$ cat src/rtl/conv_mac_scheduler_pkg.sv
// Shared types and defaults for the convolution MAC scheduler slice.
package cnn_pkg;

  typedef enum logic [1:0] {
    IDLE  = 2'd0,
    ISSUE = 2'd1,
    DRAIN = 2'd2,
    DONE  = 2'd3
  } sched_state_t;

  localparam int DEF_IMG_H = 28;
  localparam int DEF_IMG_W = 28;
  localparam int DEF_K     = 5;

  // Width needed to address n distinct values, never narrower than one bit.
  function automatic int addrWidth(input int n);
    return (n <= 1) ? 1 : $clog2(n);
  endfunction

endpackage

$ cat src/rtl/conv_mac_scheduler_if.sv
// Tap-operation stream and writeback return between scheduler and MAC datapath.
interface conv_mac_scheduler_if
  import cnn_pkg::*;
#(
  parameter int IMG_H = DEF_IMG_H,
  parameter int IMG_W = DEF_IMG_W,
  parameter int K     = DEF_K
);
  localparam int IAW = addrWidth(IMG_H * IMG_W);
  localparam int WAW = addrWidth(K * K);
  localparam int OAW = addrWidth((IMG_H - K + 1) * (IMG_W - K + 1));

  logic           op_valid;
  logic           op_ready;
  logic [IAW-1:0] img_addr;
  logic [WAW-1:0] wgt_addr;
  logic [OAW-1:0] out_addr;
  logic           op_first;
  logic           op_last;
  logic           res_valid;

  modport master (
    output op_valid, img_addr, wgt_addr, out_addr, op_first, op_last,
    input  op_ready, res_valid
  );

  modport slave (
    input  op_valid, img_addr, wgt_addr, out_addr, op_first, op_last,
    output op_ready, res_valid
  );

endinterface

$ cat src/rtl/conv_mac_scheduler_tap_counter.sv
// Nested kx/ky/ox/oy walk over the convolution (kx fastest) with derived addresses.
module conv_tap_counter
  import cnn_pkg::*;
#(
  parameter int IMG_H = DEF_IMG_H,
  parameter int IMG_W = DEF_IMG_W,
  parameter int K     = DEF_K
) (
  input  logic                                         clk,
  input  logic                                         reset,
  input  logic                                         i_clear,
  input  logic                                         i_advance,
  output logic [addrWidth(IMG_H*IMG_W)-1:0]             o_img_addr,
  output logic [addrWidth(K*K)-1:0]                     o_wgt_addr,
  output logic [addrWidth((IMG_H-K+1)*(IMG_W-K+1))-1:0] o_out_addr,
  output logic                                         o_first,
  output logic                                         o_last,
  output logic                                         o_final
);
  localparam int OUT_H = IMG_H - K + 1;
  localparam int OUT_W = IMG_W - K + 1;
  localparam int IAW   = addrWidth(IMG_H * IMG_W);
  localparam int WAW   = addrWidth(K * K);
  localparam int OAW   = addrWidth(OUT_H * OUT_W);
  localparam int KW    = addrWidth(K);
  localparam int XW    = addrWidth(OUT_W);
  localparam int YW    = addrWidth(OUT_H);

  logic [KW-1:0] r_kx, r_ky;
  logic [XW-1:0] r_ox;
  logic [YW-1:0] r_oy;
  logic          w_kxWrap, w_kyWrap, w_oxWrap, w_oyWrap;

  assign w_kxWrap = (r_kx == KW'(K - 1));
  assign w_kyWrap = (r_ky == KW'(K - 1));
  assign w_oxWrap = (r_ox == XW'(OUT_W - 1));
  assign w_oyWrap = (r_oy == YW'(OUT_H - 1));

  // Each inner counter carries into the next only when it wraps.
  always_ff @(posedge clk) begin
    if (reset || i_clear) begin
      r_kx <= '0;
      r_ky <= '0;
      r_ox <= '0;
      r_oy <= '0;
    end else if (i_advance) begin
      if (!w_kxWrap) begin
        r_kx <= r_kx + 1'b1;
      end else begin
        r_kx <= '0;
        if (!w_kyWrap) begin
          r_ky <= r_ky + 1'b1;
        end else begin
          r_ky <= '0;
          if (!w_oxWrap) begin
            r_ox <= r_ox + 1'b1;
          end else begin
            r_ox <= '0;
            r_oy <= w_oyWrap ? '0 : r_oy + 1'b1;
          end
        end
      end
    end
  end

  assign o_img_addr = (IAW'(r_oy) + IAW'(r_ky)) * IAW'(IMG_W) + IAW'(r_ox) + IAW'(r_kx);
  assign o_wgt_addr = WAW'(r_ky) * WAW'(K) + WAW'(r_kx);
  assign o_out_addr = OAW'(r_oy) * OAW'(OUT_W) + OAW'(r_ox);
  assign o_first    = (r_kx == '0) && (r_ky == '0);
  assign o_last     = w_kxWrap && w_kyWrap;
  assign o_final    = o_last && w_oxWrap && w_oyWrap;

endmodule

$ cat src/rtl/conv_mac_scheduler.sv
// Convolution MAC scheduler: FSM plus writeback credit tracking around conv_tap_counter.
// Optional stall performance counters are enabled with `define CONV_SCHED_PERF_EN.
module conv_mac_scheduler
  import cnn_pkg::*;
#(
  parameter int IMG_H           = DEF_IMG_H,
  parameter int IMG_W           = DEF_IMG_W,
  parameter int K               = DEF_K,
  parameter int MAX_OUTSTANDING = 2
) (
  input  logic                clk,
  input  logic                reset,
  input  logic                i_start,
  output logic                o_busy,
  output logic                o_done,
  conv_mac_scheduler_if.master bus
`ifdef CONV_SCHED_PERF_EN
  ,
  output logic [31:0]         o_stall_cycles,
  output logic [31:0]         o_credit_stall_cycles
`endif
);
  localparam int OUT_H = IMG_H - K + 1;
  localparam int OUT_W = IMG_W - K + 1;
  localparam int TOTAL = OUT_H * OUT_W;
  localparam int OSW   = addrWidth(MAX_OUTSTANDING + 1);
  localparam int RW    = addrWidth(TOTAL + 1);

  sched_state_t r_state, w_nextState;
  logic [OSW-1:0] r_outstanding;
  logic [RW-1:0]  r_retired;
  logic w_first, w_last, w_final;
  logic w_creditGate, w_opValid, w_handshake, w_startAccept, w_resAccept, w_issueLast;

  conv_tap_counter #(.IMG_H(IMG_H), .IMG_W(IMG_W), .K(K)) u_taps (
    .clk        (clk),
    .reset      (reset),
    .i_clear    (w_startAccept),
    .i_advance  (w_handshake),
    .o_img_addr (bus.img_addr),
    .o_wgt_addr (bus.wgt_addr),
    .o_out_addr (bus.out_addr),
    .o_first    (w_first),
    .o_last     (w_last),
    .o_final    (w_final)
  );

  // Credit is only checked on a pixel's first tap so a pixel's taps stay contiguous.
  assign w_creditGate  = (r_state == ISSUE) && w_first && (r_outstanding >= OSW'(MAX_OUTSTANDING));
  assign w_opValid     = (r_state == ISSUE) && !w_creditGate;
  assign w_handshake   = w_opValid && bus.op_ready;
  assign w_issueLast   = w_handshake && w_last;
  assign w_startAccept = (r_state == IDLE) && i_start;
  assign w_resAccept   = bus.res_valid && ((r_state == ISSUE) || (r_state == DRAIN))
                         && (r_outstanding != '0);

  assign bus.op_valid = w_opValid;
  assign bus.op_first = w_first;
  assign bus.op_last  = w_last;

  always_ff @(posedge clk) begin
    if (reset) r_state <= IDLE;
    else       r_state <= w_nextState;
  end

  always_comb begin
    w_nextState = r_state;
    o_busy      = 1'b0;
    o_done      = 1'b0;
    case (r_state)
      IDLE:  if (w_startAccept) w_nextState = ISSUE;
      ISSUE: begin
        o_busy = 1'b1;
        if (w_handshake && w_final) w_nextState = DRAIN;
      end
      DRAIN: begin
        o_busy = 1'b1;
        if (r_retired == RW'(TOTAL)) w_nextState = DONE;
      end
      DONE: begin
        o_done      = 1'b1;
        w_nextState = IDLE;
      end
      default: w_nextState = IDLE;
    endcase
  end

  always_ff @(posedge clk) begin
    if (reset || w_startAccept) begin
      r_outstanding <= '0;
      r_retired     <= '0;
    end else begin
      case ({w_issueLast, w_resAccept})
        2'b10:   r_outstanding <= r_outstanding + 1'b1;
        2'b01:   r_outstanding <= r_outstanding - 1'b1;
        default: r_outstanding <= r_outstanding;
      endcase
      if (w_resAccept) r_retired <= r_retired + 1'b1;
    end
  end

`ifdef CONV_SCHED_PERF_EN
  logic [31:0] r_stallCycles, r_creditStallCycles;

  always_ff @(posedge clk) begin
    if (reset || w_startAccept) begin
      r_stallCycles       <= '0;
      r_creditStallCycles <= '0;
    end else begin
      if (w_opValid && !bus.op_ready) r_stallCycles <= r_stallCycles + 1'b1;
      if (w_creditGate)               r_creditStallCycles <= r_creditStallCycles + 1'b1;
    end
  end

  assign o_stall_cycles        = r_stallCycles;
  assign o_credit_stall_cycles = r_creditStallCycles;
`endif

endmodule

$ cat src/flat_wrapper.sv
// flat-port wrapper written by rule: the top's interface ports become plain ports
module conv_mac_scheduler_flat import cnn_pkg::*;
#(
  parameter int IMG_H           = DEF_IMG_H,
  parameter int IMG_W           = DEF_IMG_W,
  parameter int K               = DEF_K,
  parameter int MAX_OUTSTANDING = 2
)
  (clk, reset, i_start, o_busy, o_done, bus_op_valid, bus_img_addr, bus_wgt_addr, bus_out_addr, bus_op_first, bus_op_last, bus_op_ready, bus_res_valid);
  conv_mac_scheduler_if #(.IMG_H(IMG_H), .IMG_W(IMG_W), .K(K)) bus_i ();
  input  logic clk;
  input  logic reset;
  input  logic i_start;
  output logic o_busy;
  output logic o_done;
  output wire logic [$bits(bus_i.op_valid)-1:0] bus_op_valid;
  output wire logic [$bits(bus_i.img_addr)-1:0] bus_img_addr;
  output wire logic [$bits(bus_i.wgt_addr)-1:0] bus_wgt_addr;
  output wire logic [$bits(bus_i.out_addr)-1:0] bus_out_addr;
  output wire logic [$bits(bus_i.op_first)-1:0] bus_op_first;
  output wire logic [$bits(bus_i.op_last)-1:0] bus_op_last;
  input wire logic [$bits(bus_i.op_ready)-1:0] bus_op_ready;
  input wire logic [$bits(bus_i.res_valid)-1:0] bus_res_valid;
  assign bus_op_valid = bus_i.op_valid;
  assign bus_img_addr = bus_i.img_addr;
  assign bus_wgt_addr = bus_i.wgt_addr;
  assign bus_out_addr = bus_i.out_addr;
  assign bus_op_first = bus_i.op_first;
  assign bus_op_last = bus_i.op_last;
  assign bus_i.op_ready = bus_op_ready;
  assign bus_i.res_valid = bus_res_valid;
  conv_mac_scheduler #(.IMG_H(IMG_H), .IMG_W(IMG_W), .K(K), .MAX_OUTSTANDING(MAX_OUTSTANDING)) u_core (.clk(clk), .reset(reset), .i_start(i_start), .o_busy(o_busy), .o_done(o_done), .bus(bus_i));
endmodule
$ cat config.mk
export PLATFORM = sky130hd
export DESIGN_NAME = conv_mac_scheduler_flat
export DESIGN_NICKNAME = d
export VERILOG_FILES = /design/src/rtl/conv_mac_scheduler_pkg.sv /design/src/rtl/conv_mac_scheduler_if.sv /design/src/rtl/conv_mac_scheduler_tap_counter.sv /design/src/rtl/conv_mac_scheduler.sv /design/src/flat_wrapper.sv
export SDC_FILE = /design/constraint.sdc
export NUM_CORES = 1
export LEC_CHECK = 0
export ABC_AREA = 1
export CAP_MARGIN = 10
export CORE_MARGIN = 1
export CORE_UTILIZATION = 52
export CTS_CLUSTER_SIZE = 8
export DETAILED_ROUTE_END_ITERATION = 6
export HOLD_SLACK_MARGIN = 0.12
export PLACE_DENSITY = 0.82
export SKIP_LAST_GASP = 1
export SLEW_MARGIN = 20
export SYNTH_ARGS = -nofsm -noshare
export SYNTH_HDL_FRONTEND = slang
export SYNTH_SLANG_ARGS = --single-unit
export TNS_END_PERCENT = 1
$ cat constraint.sdc
create_clock -name clk -period 3.9 [get_ports clk]
set_input_delay 0.78 -clock clk [delete_from_list [all_inputs] [get_ports clk]]
set_output_delay 0.78 -clock clk [all_outputs]
set_load 0.02 [all_outputs]
# After elaboration in Yosys (flattened, before gate mapping)
# Cells that the tools add are included.
# Widths: inputs -> output; s select.
totals:
  ff_bits: 30
  in_bits: 5
op_classes:
  muxes: 11
  n_reduce_logical: 26
  n_eq_ne: 13
  mul: 3
  add_sub_neg: 12
  n_lt_le_gt_ge: 1
ops:
  columns: ["operator", "count"]
  rows:
  - ["$add 10x5->10", 2]
  - ["$logic_and 1x1->1", 13]
  - ["$add 10x1->10 const B", 1]
  - ["$add 10x3->10", 1]
  - ["$add 5x1->5 const B", 2]
  - ["$eq 10x10->1 const B", 1]
  - ["$eq 5x5->1 const B", 2]
  - ["$mux 5", 2]
  - ["$mul 6x3->8 const B", 1]
  - ["$pmux 2 s4", 1]
  - ["$mul 5x2->7 const B", 1]
  - ["$add 3x1->3 const B", 2]
  - ["$add 5x3->6", 1]
  - ["$eq 2x2->1 const B", 3]
  - ["$eq 3x3->1 const B", 2]
  - ["$logic_not 3->1", 2]
  - ["$mux 2", 3]
  - ["$mux 3", 2]
  - ["$reduce_and 3->1", 2]
  - ["$add 5x3->5", 1]
  - ["$mul 3x3->5 const B", 1]
  - ["$eq 2x1->1 const B", 2]
  - ["$ne 2x2->1 const B", 2]
  - ["$pmux 2 s2", 1]
  - ["other kinds (12)", 15]

# Depth between registers and ports, before layout
depth:
  ltp_word: 10
  ltp_mapped: 18
  mapped_depth_nobuf: 18

# Hierarchy
# Synthesis repeated with hierarchy kept, for this count alone.
unflattened:
  cells_unflattened: 435
  area_unflattened_um2: 3060.4
modules_own_cells:
  columns: ["mod", "n_inst", "area_per_inst_um2", "seq_area_each_um2", "cells_per_inst"]
  rows:
  - ["conv_tap_counter", 1, 2177.1, 320.3, 306]
  - ["conv_mac_scheduler", 1, 883.3, 280.3, 129]

# Worst setup path after synthesis
# OpenSTA, ideal clock, no wires.
synth_timing:
  path_type: "reg-to-output"
  from: "reg u_core.u_taps.r_ky[1]"
  to: "out bus_img_addr[8]"
  path_stages_with_launch: 17
  setup_slack_ns: -0.588
  arrival_time_ns: 3.708
  required_time_ns: 3.120
  path_cell_list: "dfxtp_1 -> ha_1 -> a21o_1 -> a21oi_1 -> xor2_1 -> inv_1 -> fa_1 -> fa_1 -> inv_1 -> ha_1 -> nand2_1 -> inv_1 -> nand4_1 -> nand3_1 -> nand2_1 -> nor2_1 -> xor2_1"
synth_between:
  elab_chain_cells: 4
synth_lines:
  columns: ["item", "line", "source"]
  rows:
  - ["from (decl)", "conv_mac_scheduler_tap_counter.sv:29", "logic [KW-1:0] r_kx, r_ky;"]
  - ["from (signal assigned)", "conv_mac_scheduler_tap_counter.sv:52", "r_ky <= r_ky + 1'b1;"]
  - ["$add 5x3->6", "conv_mac_scheduler_tap_counter.sv:66", "assign o_img_addr = (IAW'(r_oy) + IAW'(r_ky)) * IAW'(IMG_W) + IAW'(r_ox) + IAW'(r_kx);"]
  - ["$mul 6x3->8", "conv_mac_scheduler_tap_counter.sv:66", null]
  - ["$add 10x5->10", "conv_mac_scheduler_tap_counter.sv:66", null]
  - ["$add 10x3->10", "conv_mac_scheduler_tap_counter.sv:66", null]
  - ["to (decl)", "flat_wrapper.sv:17", "output wire logic [$bits(bus_i.img_addr)-1:0] bus_img_addr;"]
# Every way passes these cells.

# Worst setup path in the final report
layout_timing:
  from: "reg u_core.u_taps.r_oy[0]"
  to: "out bus_img_addr[8]"
layout_between:
  elab_chain_cells: 4
layout_lines:
  columns: ["item", "line", "source"]
  rows:
  - ["from (decl)", "conv_mac_scheduler_tap_counter.sv:31", "logic [YW-1:0] r_oy;"]
  - ["from (signal assigned)", "conv_mac_scheduler_tap_counter.sv:59", "r_oy <= w_oyWrap ? '0 : r_oy + 1'b1;"]
  - ["$add 5x3->6", "conv_mac_scheduler_tap_counter.sv:66", null]
  - ["$mul 6x3->8", "conv_mac_scheduler_tap_counter.sv:66", null]
  - ["$add 10x5->10", "conv_mac_scheduler_tap_counter.sv:66", null]
  - ["$add 10x3->10", "conv_mac_scheduler_tap_counter.sv:66", null]
# Every way passes these cells.

==> summary.md <==
| Metric | Value |
|---|---|
| Nets | between 500 and 600 |
| Status | finished, violations left |
| # Max-Cap Violations | 0 |
| Yosys warns | 0 |
| H-tree Lvls | 2 |
| Power share of the clock group | between 20 and 30% |
| Failing checks | negative setup slack |
| Share of cells above drive strength 1 | between 10% and 20% |
| Nature of the critical path endpoint | output port |
| RR Startpoint | u_core.u_taps.r_ky[1] |
| Hold_buf cts | 0 |
| Synthesis-stage register bit count | 30 |
| Multi-input gate area | between 2000 and 2500 um^2 |
| Psw | 0.313 mW |
| Clock Sinks | 30 |
| Reg2reg setup slack | ~1.7 ns |
| DIE HEIGHT | between 70 and 80 um |
| Asr flop ratio synth | 0% |
| Die area | about 6300 um^2 |
| Top post-synthesis cells by area | ha_1, dfxtp_1, nand2_1, fa_1, inv_1 |
| Starting Density | 55.0% |
| Filler cells | roughly 470 |
| Bufs and invs on worst path | 4 |
| Antenna Nets Post-Route | 0 |
| Max Fclk | around 0.22 GHz |
| P&R area growth vs syn | 25.5% |
| Syn_nets | ~480 |
| CP delay by family, top | adder cells |
| Reg area | between 600 and 700 um^2 |
| VDD IR max | between 0.0003 and 0.0004 V |
| Synth cell types | 34 |
| Comb power frac | around 33% |
| WL per Instance | roughly 12 um |
| Antenna violations before repair | 0 |
| Commonest cells in the netlist | nand2_1, inv_1, ha_1 |
| Hold depth | 2 |
| Pin count of the biggest net entering global routing | 15 |
| Worst slew margin | roughly 69% |
| Via/cell ratio | about 5.1 |
| Ports | 35 |
| Final Setup Violations | 7 |
| Clk root buf | clkbuf_8 |
| Worst-case clock skew | roughly 0.0094 ns |
| Total gr overflow | 0 |
| Core area | between 5000 and 6000 um^2 |
| Final min period | 4.46 ns |
| Main flop type after synthesis | dfxtp_1 |
| DRT iter0 DRCs | 74 |
| Seq/Total Area, Yosys | around a fifth |
| Worst-path clk slew | 0.07 ns |
| Reg2reg end | u_core.r_outstanding[1] |
| Share of the synthesized area in the top cell type | approximately a fifth |
| CP Data Required Time | ~3.1 ns |
| Critical path class | reg -> out |
| Clock Path Buffers | 2 |
| Leak | approximately 2.0 nW |
| Sw frac | 35.1% |
| HP Class | reg -> reg |
| First-pass GRT wire length | about 12000 um |
| Final hold violation count | 0 |
| R2R depth | 13 |
| Hold Worst Slack | around 0.47 ns |
| Critical path cell sequence | ha_4, fa_2, xor2_2, fa_1, ha_2, inv_1, fa_1, inv_2, ha_4, nand2_1, inv_1, nand4_1, nand3_2, nand2_2, nor2_4, xor2_2, buf_6 |
| Die W | between 70 and 80 um |
| ANT cells | 0 |
| Vias | ~2800 |
| Critical path peak fanout | 2 |
| Cell Area, Synth | between 3000 and 4000 um^2 |
| TritonCTS Buffers | 5 |
| Synth area leader | ha_1 |
| Post-CTS setup buffers | 0 |
| CP Launch Type | flip-flop |
| Clk_lat worst skew | between 0.2 and 0.3 ns |
| Synth Instances | 410 |
| Row count | 27 |
| Final instance area | between 3000 and 4000 um^2 |
| Fin worst setup slack | -0.560 ns |
| Hold Path Origin | u_core.r_retired[8] |
| Post-synth EDFFs | 0 |
| Total GRT Usage | between 20% and 30% |
| Worst Path Arrival | about 3.7 ns |
| First drt pass iteration count | 4 |
| WL final | approximately 6500 um |
| Hpwl dp | roughly 5300 um |
| CTS tree | yes |
| Number of port buffers | 34 |
| Avg Cell Area, Syn | 7.57 um^2 |
| RePlAce Congestion | roughly 0.83 |
| Max incr delay on CP | between 0.5 and 0.6 ns |
| Seq pwr share | between 30% and 40% |
| Total power | between 0.8 and 0.9 mW |
| P per Cell Area | 229 nW/um^2 |
| Count leader, synth | nand2_1 |
| Vias in the first global route | between 2000 and 3000 |
| RSZ-0062 raised after global routing | true |
| Hold Path Sink | u_core.r_retired[8] |
| Pin slew with the least headroom to its limit | ~0.46 ns |
| Slowest stage cell, crit path | fa_1 |
| Final Max Slew Viols | 0 |
| Final Cycle Share | 114% |
| Post-placement cell area | 3800 um^2 |
| Post-route DRC | 0 |
| Internal Power | approximately 0.58 mW |
-- sequential cells by signal (all words and copies together) (netlist names) --
register and flops:
u_core.u_taps.r_ox 5, u_core.u_taps.r_oy 5, u_core.r_retired 10, u_core.r_state 2, u_core.r_outstanding 2, u_core.u_taps.r_kx 3
u_core.u_taps.r_ky 3
-- cell usage in the layout (no fill, tap or decap), drive strengths merged, types with 2 or more instances in the layout --
master	netlist	layout
o21ai	9	9
nand4	10	10
ha	49	49
buf	4	34
nor3	7	7
nor2	39	39
xnor2	5	5
fa	12	12
xor2	21	21
clkdlybuf4s50	0	29
clkinv	1	2
nand3	33	33
nand2	79	79
a21oi	36	36
inv	65	65
nor3b	2	2
dfxtp	30	30
a21o	2	2
clkbuf	2	7
-- worst max-delay path by stage --
stage,startpoint,to,cells after the start
floorplan,u_core.u_taps.r_oy[0],bus_img_addr[8],16
global placement,u_core.u_taps.r_ky[0],bus_img_addr[8],17
detailed placement,u_core.u_taps.r_ky[0],bus_img_addr[8],17
CTS,u_core.u_taps.r_oy[0],bus_img_addr[8],17
global route,u_core.u_taps.r_oy[0],bus_img_addr[8],17
finish,u_core.u_taps.r_oy[0],bus_img_addr[8],17
-- timing repair --
| action | 4_1_cts | 5_1_grt |
|---|---|---|
| resized for setup | 19 | 5 |
| setup endpoints to repair | 7 | 7 |
| hold endpoints to repair | 0 | 0 |
| pin swaps | 6 | 3 |
-- power groups by stage --
stage               registers, mW  logic (mW)  clock network [mW]
floorplan                   0.336       0.213                   0
global route                0.336       0.328               0.281
global placement            0.340       0.289                   0
detailed placement          0.341       0.295                   0
finish                      0.333       0.295               0.265
CTS                         0.334       0.299               0.267
-- worst reg2reg max path, cell delays in order (launching register included) --
cell and delay (ns):
dfxtp_4 0.38, buf_4 0.14, inv_1 0.05, ha_1 0.22, nand2_1 0.12, inv_2 0.05
nand3_4 0.08, nand2_1 0.07, inv_2 0.08, nand3_2 0.16, ha_1 0.38, nor3b_1 0.25
o21ai_0 0.10, a21oi_1 0.10
-- routing by layer --
layer	vias up	GRT usage (%)	routed length, um
met1	1292	25.3	2760
met2	47	45.9	3470
met3	6	3.33	168
met5	-	0	0
li1	1450	-	-
met4	0	5.45	74
-- per-stage QoR --
stage               TNS (ns)  util (%)  worst slack, ns  std cells
floorplan             -0.433         -           -0.243        410
global placement       -3.07      67.3           -0.693        540
detailed placement     -3.44      67.3           -0.768        540
CTS                    -3.48      68.7           -0.593        548
global route           -4.30      69.1           -0.725        548
finish                 -3.24      69.1           -0.560        548
-- area by class of cell --
type	count	area share, %
inverters	66	6.36
repair buffers	64	14.1
well taps	72	2.31
clock inverters	1	0.128
clock buffers	7	2.22
multi-input cells	308	59.1
flip-flops and latches	30	15.7
-- cells by family (layout without fill, tap and decap cells) --
group / Yosys count / after routing / synth area share, %
flops: 30 / 30 / 19.3
fa+ha+maj: 61 / 61 / 27.5
xor+xnor: 26 / 26 / 7.57
compound gates: 50 / 50 / 8.66
simple gates: 171 / 171 / 27.6
buf+inv: 72 / 138 / 9.31
(Power assumes the default switching activity.)
